$ cat src/rtl/button_debounce.sv
// rtl/button_debounce.sv - per-button synchroniser, 4-state debounce FSM and typematic auto-repeat
// Raw active-low pins in; clean level, press/release pulses and repeat pulses out.
module button_debounce #(
  parameter int BUTTONS         = 5,
  parameter int DEBOUNCE_CYCLES = 270000,
  parameter int REPEAT_DELAY    = 13500000,
  parameter int REPEAT_PERIOD   = 2700000
) (
  input  logic               clk,
  input  logic               reset,
  input  logic [BUTTONS-1:0] button_n,
  output logic [BUTTONS-1:0] pressed,
  output logic [BUTTONS-1:0] press_pulse,
  output logic [BUTTONS-1:0] release_pulse,
  output logic [BUTTONS-1:0] repeat_pulse
);

  localparam int DW   = $clog2(DEBOUNCE_CYCLES + 1);
  localparam int RMAX = (REPEAT_DELAY > REPEAT_PERIOD) ? REPEAT_DELAY : REPEAT_PERIOD;
  localparam int RW   = $clog2(RMAX + 1);
  localparam logic [DW-1:0] DB_LAST = DW'(DEBOUNCE_CYCLES - 1);
  localparam logic [RW-1:0] RD_LAST = RW'((REPEAT_DELAY > 0) ? REPEAT_DELAY - 1 : 0);
  localparam logic [RW-1:0] RP_LAST = RW'((REPEAT_PERIOD > 0) ? REPEAT_PERIOD - 1 : 0);
  localparam bit            REPEAT_EN = (REPEAT_DELAY != 0);

  typedef enum logic [1:0] {IDLE, PRESS_CHK, PRESSED, RELEASE_CHK} state_t;

  logic [BUTTONS-1:0] sync1, sync2, s;

  // Sync flops reset to the released level so a held button re-debounces after reset.
  always_ff @(posedge clk or posedge reset) begin
    if (reset) begin
      sync1 <= '1;
      sync2 <= '1;
    end else begin
      sync1 <= button_n;
      sync2 <= sync1;
    end
  end

  assign s = ~sync2;

  for (genvar g = 0; g < BUTTONS; g++) begin : g_chan
    state_t        state;
    logic [DW-1:0] db_cnt;
    logic [RW-1:0] rp_cnt;
    logic          first_done;
    logic          pressed_r, press_r, release_r, repeat_r;

    always_ff @(posedge clk or posedge reset) begin
      if (reset) begin
        state      <= IDLE;
        db_cnt     <= '0;
        rp_cnt     <= '0;
        first_done <= 1'b0;
        pressed_r  <= 1'b0;
        press_r    <= 1'b0;
        release_r  <= 1'b0;
        repeat_r   <= 1'b0;
      end else begin
        press_r   <= 1'b0;
        release_r <= 1'b0;
        repeat_r  <= 1'b0;
        case (state)
          IDLE: begin
            if (s[g]) begin
              state  <= PRESS_CHK;
              db_cnt <= '0;
            end
          end
          PRESS_CHK: begin
            if (!s[g]) begin
              state <= IDLE;
            end else if (db_cnt == DB_LAST) begin
              state      <= PRESSED;
              pressed_r  <= 1'b1;
              press_r    <= 1'b1;
              rp_cnt     <= '0;
              first_done <= 1'b0;
            end else begin
              db_cnt <= db_cnt + 1'b1;
            end
          end
          PRESSED: begin
            if (!s[g]) begin
              state  <= RELEASE_CHK;
              db_cnt <= '0;
            end
            // Repeat timing only advances while PRESSED, so release bounces pause it.
            if (REPEAT_EN) begin
              if (!first_done && rp_cnt == RD_LAST) begin
                repeat_r   <= 1'b1;
                rp_cnt     <= '0;
                first_done <= 1'b1;
              end else if (first_done && rp_cnt == RP_LAST) begin
                repeat_r <= 1'b1;
                rp_cnt   <= '0;
              end else begin
                rp_cnt <= rp_cnt + 1'b1;
              end
            end
          end
          RELEASE_CHK: begin
            if (s[g]) begin
              state <= PRESSED;
            end else if (db_cnt == DB_LAST) begin
              state     <= IDLE;
              pressed_r <= 1'b0;
              release_r <= 1'b1;
            end else begin
              db_cnt <= db_cnt + 1'b1;
            end
          end
          default: state <= IDLE;
        endcase
      end
    end

    assign pressed[g]       = pressed_r;
    assign press_pulse[g]   = press_r;
    assign release_pulse[g] = release_r;
    assign repeat_pulse[g]  = repeat_r;
  end

endmodule

$ cat config.mk
export PLATFORM = sky130hd
export DESIGN_NAME = button_debounce
export DESIGN_NICKNAME = d
export VERILOG_FILES = /design/src/rtl/button_debounce.sv
export SDC_FILE = /design/constraint.sdc
export NUM_CORES = 1
export LEC_CHECK = 0
export ABC_CLOCK_PERIOD_IN_PS = 21300
export BUFFER_PORTS_ARGS = -buffer_cell sky130_fd_sc_hd__buf_2
export CAP_MARGIN = 20
export CORE_MARGIN = 2
export CORE_UTILIZATION = 65
export DETAILED_ROUTE_END_ITERATION = 10
export HOLD_SLACK_MARGIN = 0.06
export PLACE_DENSITY = 0.82
export SLEW_MARGIN = 15
export SYNTH_ARGS = -nofsm -noshare
export SYNTH_HDL_FRONTEND = slang
export SYNTH_SLANG_ARGS = --single-unit
$ cat constraint.sdc
create_clock -name clk -period 21.3 [get_ports clk]
set_input_delay 6.39 -clock clk [delete_from_list [all_inputs] [get_ports clk]]
set_output_delay 6.39 -clock clk [all_outputs]
set_load 0.1 [all_outputs]
==> run_results.csv <==
group,metric,value,unit
routing,vias_per_cell,6.61,
clocking,cts_resized,0,
global_route,grt_remaining_overflow,0,
clocking,clk_pin_slew,0.06,ns
yosys,synth_ff_type,"dfrtp_1",
yosys,synth_top_area_share,42.6,%
setup_path,critPathLaunch,"g_chan[2].pressed_r$_DFFE_PP0P_",
yosys,synth_nets,1659,
setup_path,path_cells,"buf_2",
clocking,cts.sinks,260,
run,maxCapViolCount,0,
clocking,cts_buffers,28,
floorplan,dieArea,23800,um^2
setup_path,r2r_end,"g_chan[4].db_cnt[9]$_DFFE_PP0P_",
setup_path,path_max_fanout,3,
clocking,cts_hold_buf,0,
yosys,netlist-cell-type-count,69,
floorplan,design.portCount,27,
setup_path,endpoint,"pressed[2]",
clocking,clk_latency,0.54,ns
setup_path,r2r_cells,5,
finish,nets,1610,
yosys,syn_inst,1642,
setup_path,endpoint_kind,"primary output",
routing,postRouteAntennaNets,0,
finish,layout_common_cells,"dfrtp_1 (250), nand2_1 (201), nand3_1 (136)",
yosys,syn_area,14700,um^2
yosys,ys_seq_elements,260,
outcome,outcome,"complete, no violations",
setup_path,reg2reg_slack,18.05,ns
global_route,track_usage,26.9,%
setup_path,cp_data_required_time,14.91,ns
power_and_ir_drop,finalPower,1.05,mW
clocking,htree_levels,1,
timing,fin_crit,7.74,ns
floorplan,rows,54,
routing,vias,12500,
timing,hold_viol,0,
power_and_ir_drop,irDropWorstVdd,72.6,uV
routing,wirelength,31900,um
floorplan,initial_core_util,66.8,%
setup_path,cp-start-kind,"flip-flop",
power_and_ir_drop,p_sw,0.231,mW
power_and_ir_drop,comb_power_share,2.9,%
floorplan,core-area,22000,um^2
finish,fill_cells,1640,
timing,slew_headroom,23.5,%
timing,period_share,36.3,%
clocking,max-clock-path-buffers,3,
yosys,post-synth-top-area-cell,"dfrtp_1",
setup_path,critical_path.top_delay_family,"buffers and inverters",
timing,fmaxAchievable,0.129,GHz
finish,drive_gt1_share,8.24,%
timing,finalSetupTns,0,ns
clocking,post_cts_buffers,0,
power_and_ir_drop,power.share.clock,48.2,%
yosys,syn_area_per_cell,8.94,um^2
setup_path,timing.rr.start,"g_chan[4].state[0]$_DFFE_PP0P_",
setup_path,path_buf_inv,1,
timing,rsz0062_at_grt,"false",
power_and_ir_drop,seqPwrFrac,48.9,%
power_and_ir_drop,leakage,6.61,nW
routing,drtPass1Iterations,5,
setup_path,slowest_stage,"buf_2",
yosys,synthArstFlopShare,100,%
routing,route.detailed.drc,0,
clocking,cts_tree,"done",
yosys,synth_area_leaders,"dfrtp_1 (43%), nand2_1 (5.1%), nand3_1 (4.6%)",
floorplan,dieHeight,154,um
place,io_buffer_count,26,
power_and_ir_drop,sw_frac_of_total,21.9,%
floorplan,die-width,154,um
place,dpl.hpwl,20300,um
timing,final_max_slew_viol_count,0,
setup_path,path_class,"reg2out",
clocking,cts_root_buffer,"clkbuf_16",
setup_path,critPathArrivalTime,1.35,ns
finish,diodes,0,
finish,final_common_cell,"dfrtp_1",
finish,layout.area.seq,6520,um^2
routing,initialDrtViolationCount,889,
yosys,yosysWarnings,0,
power_and_ir_drop,p_per_area,67.0,nW/um^2
global_route,grt_max_degree,129,
routing,wl_per_cell,16.8,um
setup_path,slowest_delay,0.44,ns
setup_path,crit_cells,1,
power_and_ir_drop,p_int,0.822,mW
finish,multi_input_area,7490,um^2
timing,worstMarginPinSlew,1.14,ns
yosys,seq_area_frac_synth,44.4,%
yosys,synth_edf_count,0,
finish,area_delta_synth_final,7.08,%
timing,setup_viol_count_final,0,
global_route,first_global_vias,11800,
worst_hold_path,hp-class,"reg2reg",
global_route,antenna_found_initial,0,
timing,skew,0.0101,ns
global_route,grt_pass1_wl,55400,um
place,gp_congestion,0.841,
timing,holdWs,0.355,ns
## metrics by stage
stage	area, um^2	utilization, %	setup WS (ns)	instances
after floorplan	14700	-	7.77	1642
after global placement	14700	67.1	13.15	1843
after detailed placement	14700	67.1	13.14	1843
after CTS	15700	71.6	13.54	1895
after global routing	15700	71.6	13.45	1895
final	15700	71.6	13.56	1895
## area by class of cell
class / count / area share [%]
Multi-Input combinational cell: 1228 / 47.6
Clock buffer: 45 / 5.70
Timing Repair Buffer: 40 / 1.50
Inverter: 35 / 0.884
Tap cell: 280 / 2.23
Sequential cell: 260 / 41.5
Clock inverter: 7 / 0.557
## synth_stat cells (11+ instances only)
cell	number
nand4_1	98
nand3_1	136
a21oi_1	36
nand2_1	201
and3_1	50
inv_1	35
clkbuf_1	82
a22o_1	32
a31oi_1	31
nor4bb_1	12
buf_4	22
and4_1	29
o221ai_1	14
dfrtp_1	250
nor4b_1	11
xnor2_1	39
and2_1	18
xor2_1	26
nor2_1	97
o21ai_0	79
nor3_1	53
nand3b_1	17
o311ai_0	11
or3_1	39
nor4_1	16
## registers in the layout, summed over array words and instances, names as in the netlist, named ones only
signal             count
g_chan.repeat_r        5
g_chan.pressed_r       5
sync1                  5
g_chan.press_r         5
g_chan.first_done      5
g_chan.rp_cnt        120
sync2                  5
g_chan.release_r       5
g_chan.state           5
g_chan.db_cnt         95
## power groups by stage
| stage | logic [mW] | registers (mW) | clock network, mW |
|---|---|---|---|
| after CTS | 0.0316 | 0.514 | 0.516 |
| final | 0.0307 | 0.514 | 0.508 |
| after global routing | 0.0360 | 0.516 | 0.535 |
| after detailed placement | 0.0315 | 0.523 | 0 |
| after global placement | 0.0301 | 0.522 | 0 |
| after floorplan | 0.0267 | 0.518 | 0 |
## routing by layer
layer | vias up | routed length [um] | track usage (%)
met5 | - | 0 | 0
met4 | 0 | 558 | 7.58
met3 | 50 | 1600 | 3.33
met1 | 6133 | 14600 | 38.6
li1 | 6004 | - | -
met2 | 347 | 15200 | 43.9
## cell families after synthesis
family	Yosys count	synth area share, %
adders and majority gates	10	0.853
and+or+nand+nor	865	32.7
DFF	260	44.4
buffers and inverters	154	4.61
xor gates and xnor gates	65	3.88
AOI/OAI and AO/OA	276	12.7
muxes	12	0.844
## worst min-delay path by stage
| stage | start | endpoint | slack (ns) | cells past startpoint |
|---|---|---|---|---|
| 5_1_grt | sync1[2]$_DFF_PP1_ | sync2[2]$_DFF_PP1_ | 0.36 | 0 |
| 4_1_cts | sync1[0]$_DFF_PP1_ | sync2[0]$_DFF_PP1_ | 0.36 | 0 |
| 2_1_floorplan | sync1[0]$_DFF_PP1_ | sync2[0]$_DFF_PP1_ | 0.35 | 0 |
| 3_3_place_gp | sync1[2]$_DFF_PP1_ | sync2[2]$_DFF_PP1_ | 0.35 | 0 |
| 3_5_place_dp | sync1[1]$_DFF_PP1_ | sync2[1]$_DFF_PP1_ | 0.35 | 0 |
| 6_report | sync1[1]$_DFF_PP1_ | sync2[1]$_DFF_PP1_ | 0.36 | 0 |
Note: power is estimated with default switching activity, not from simulation.
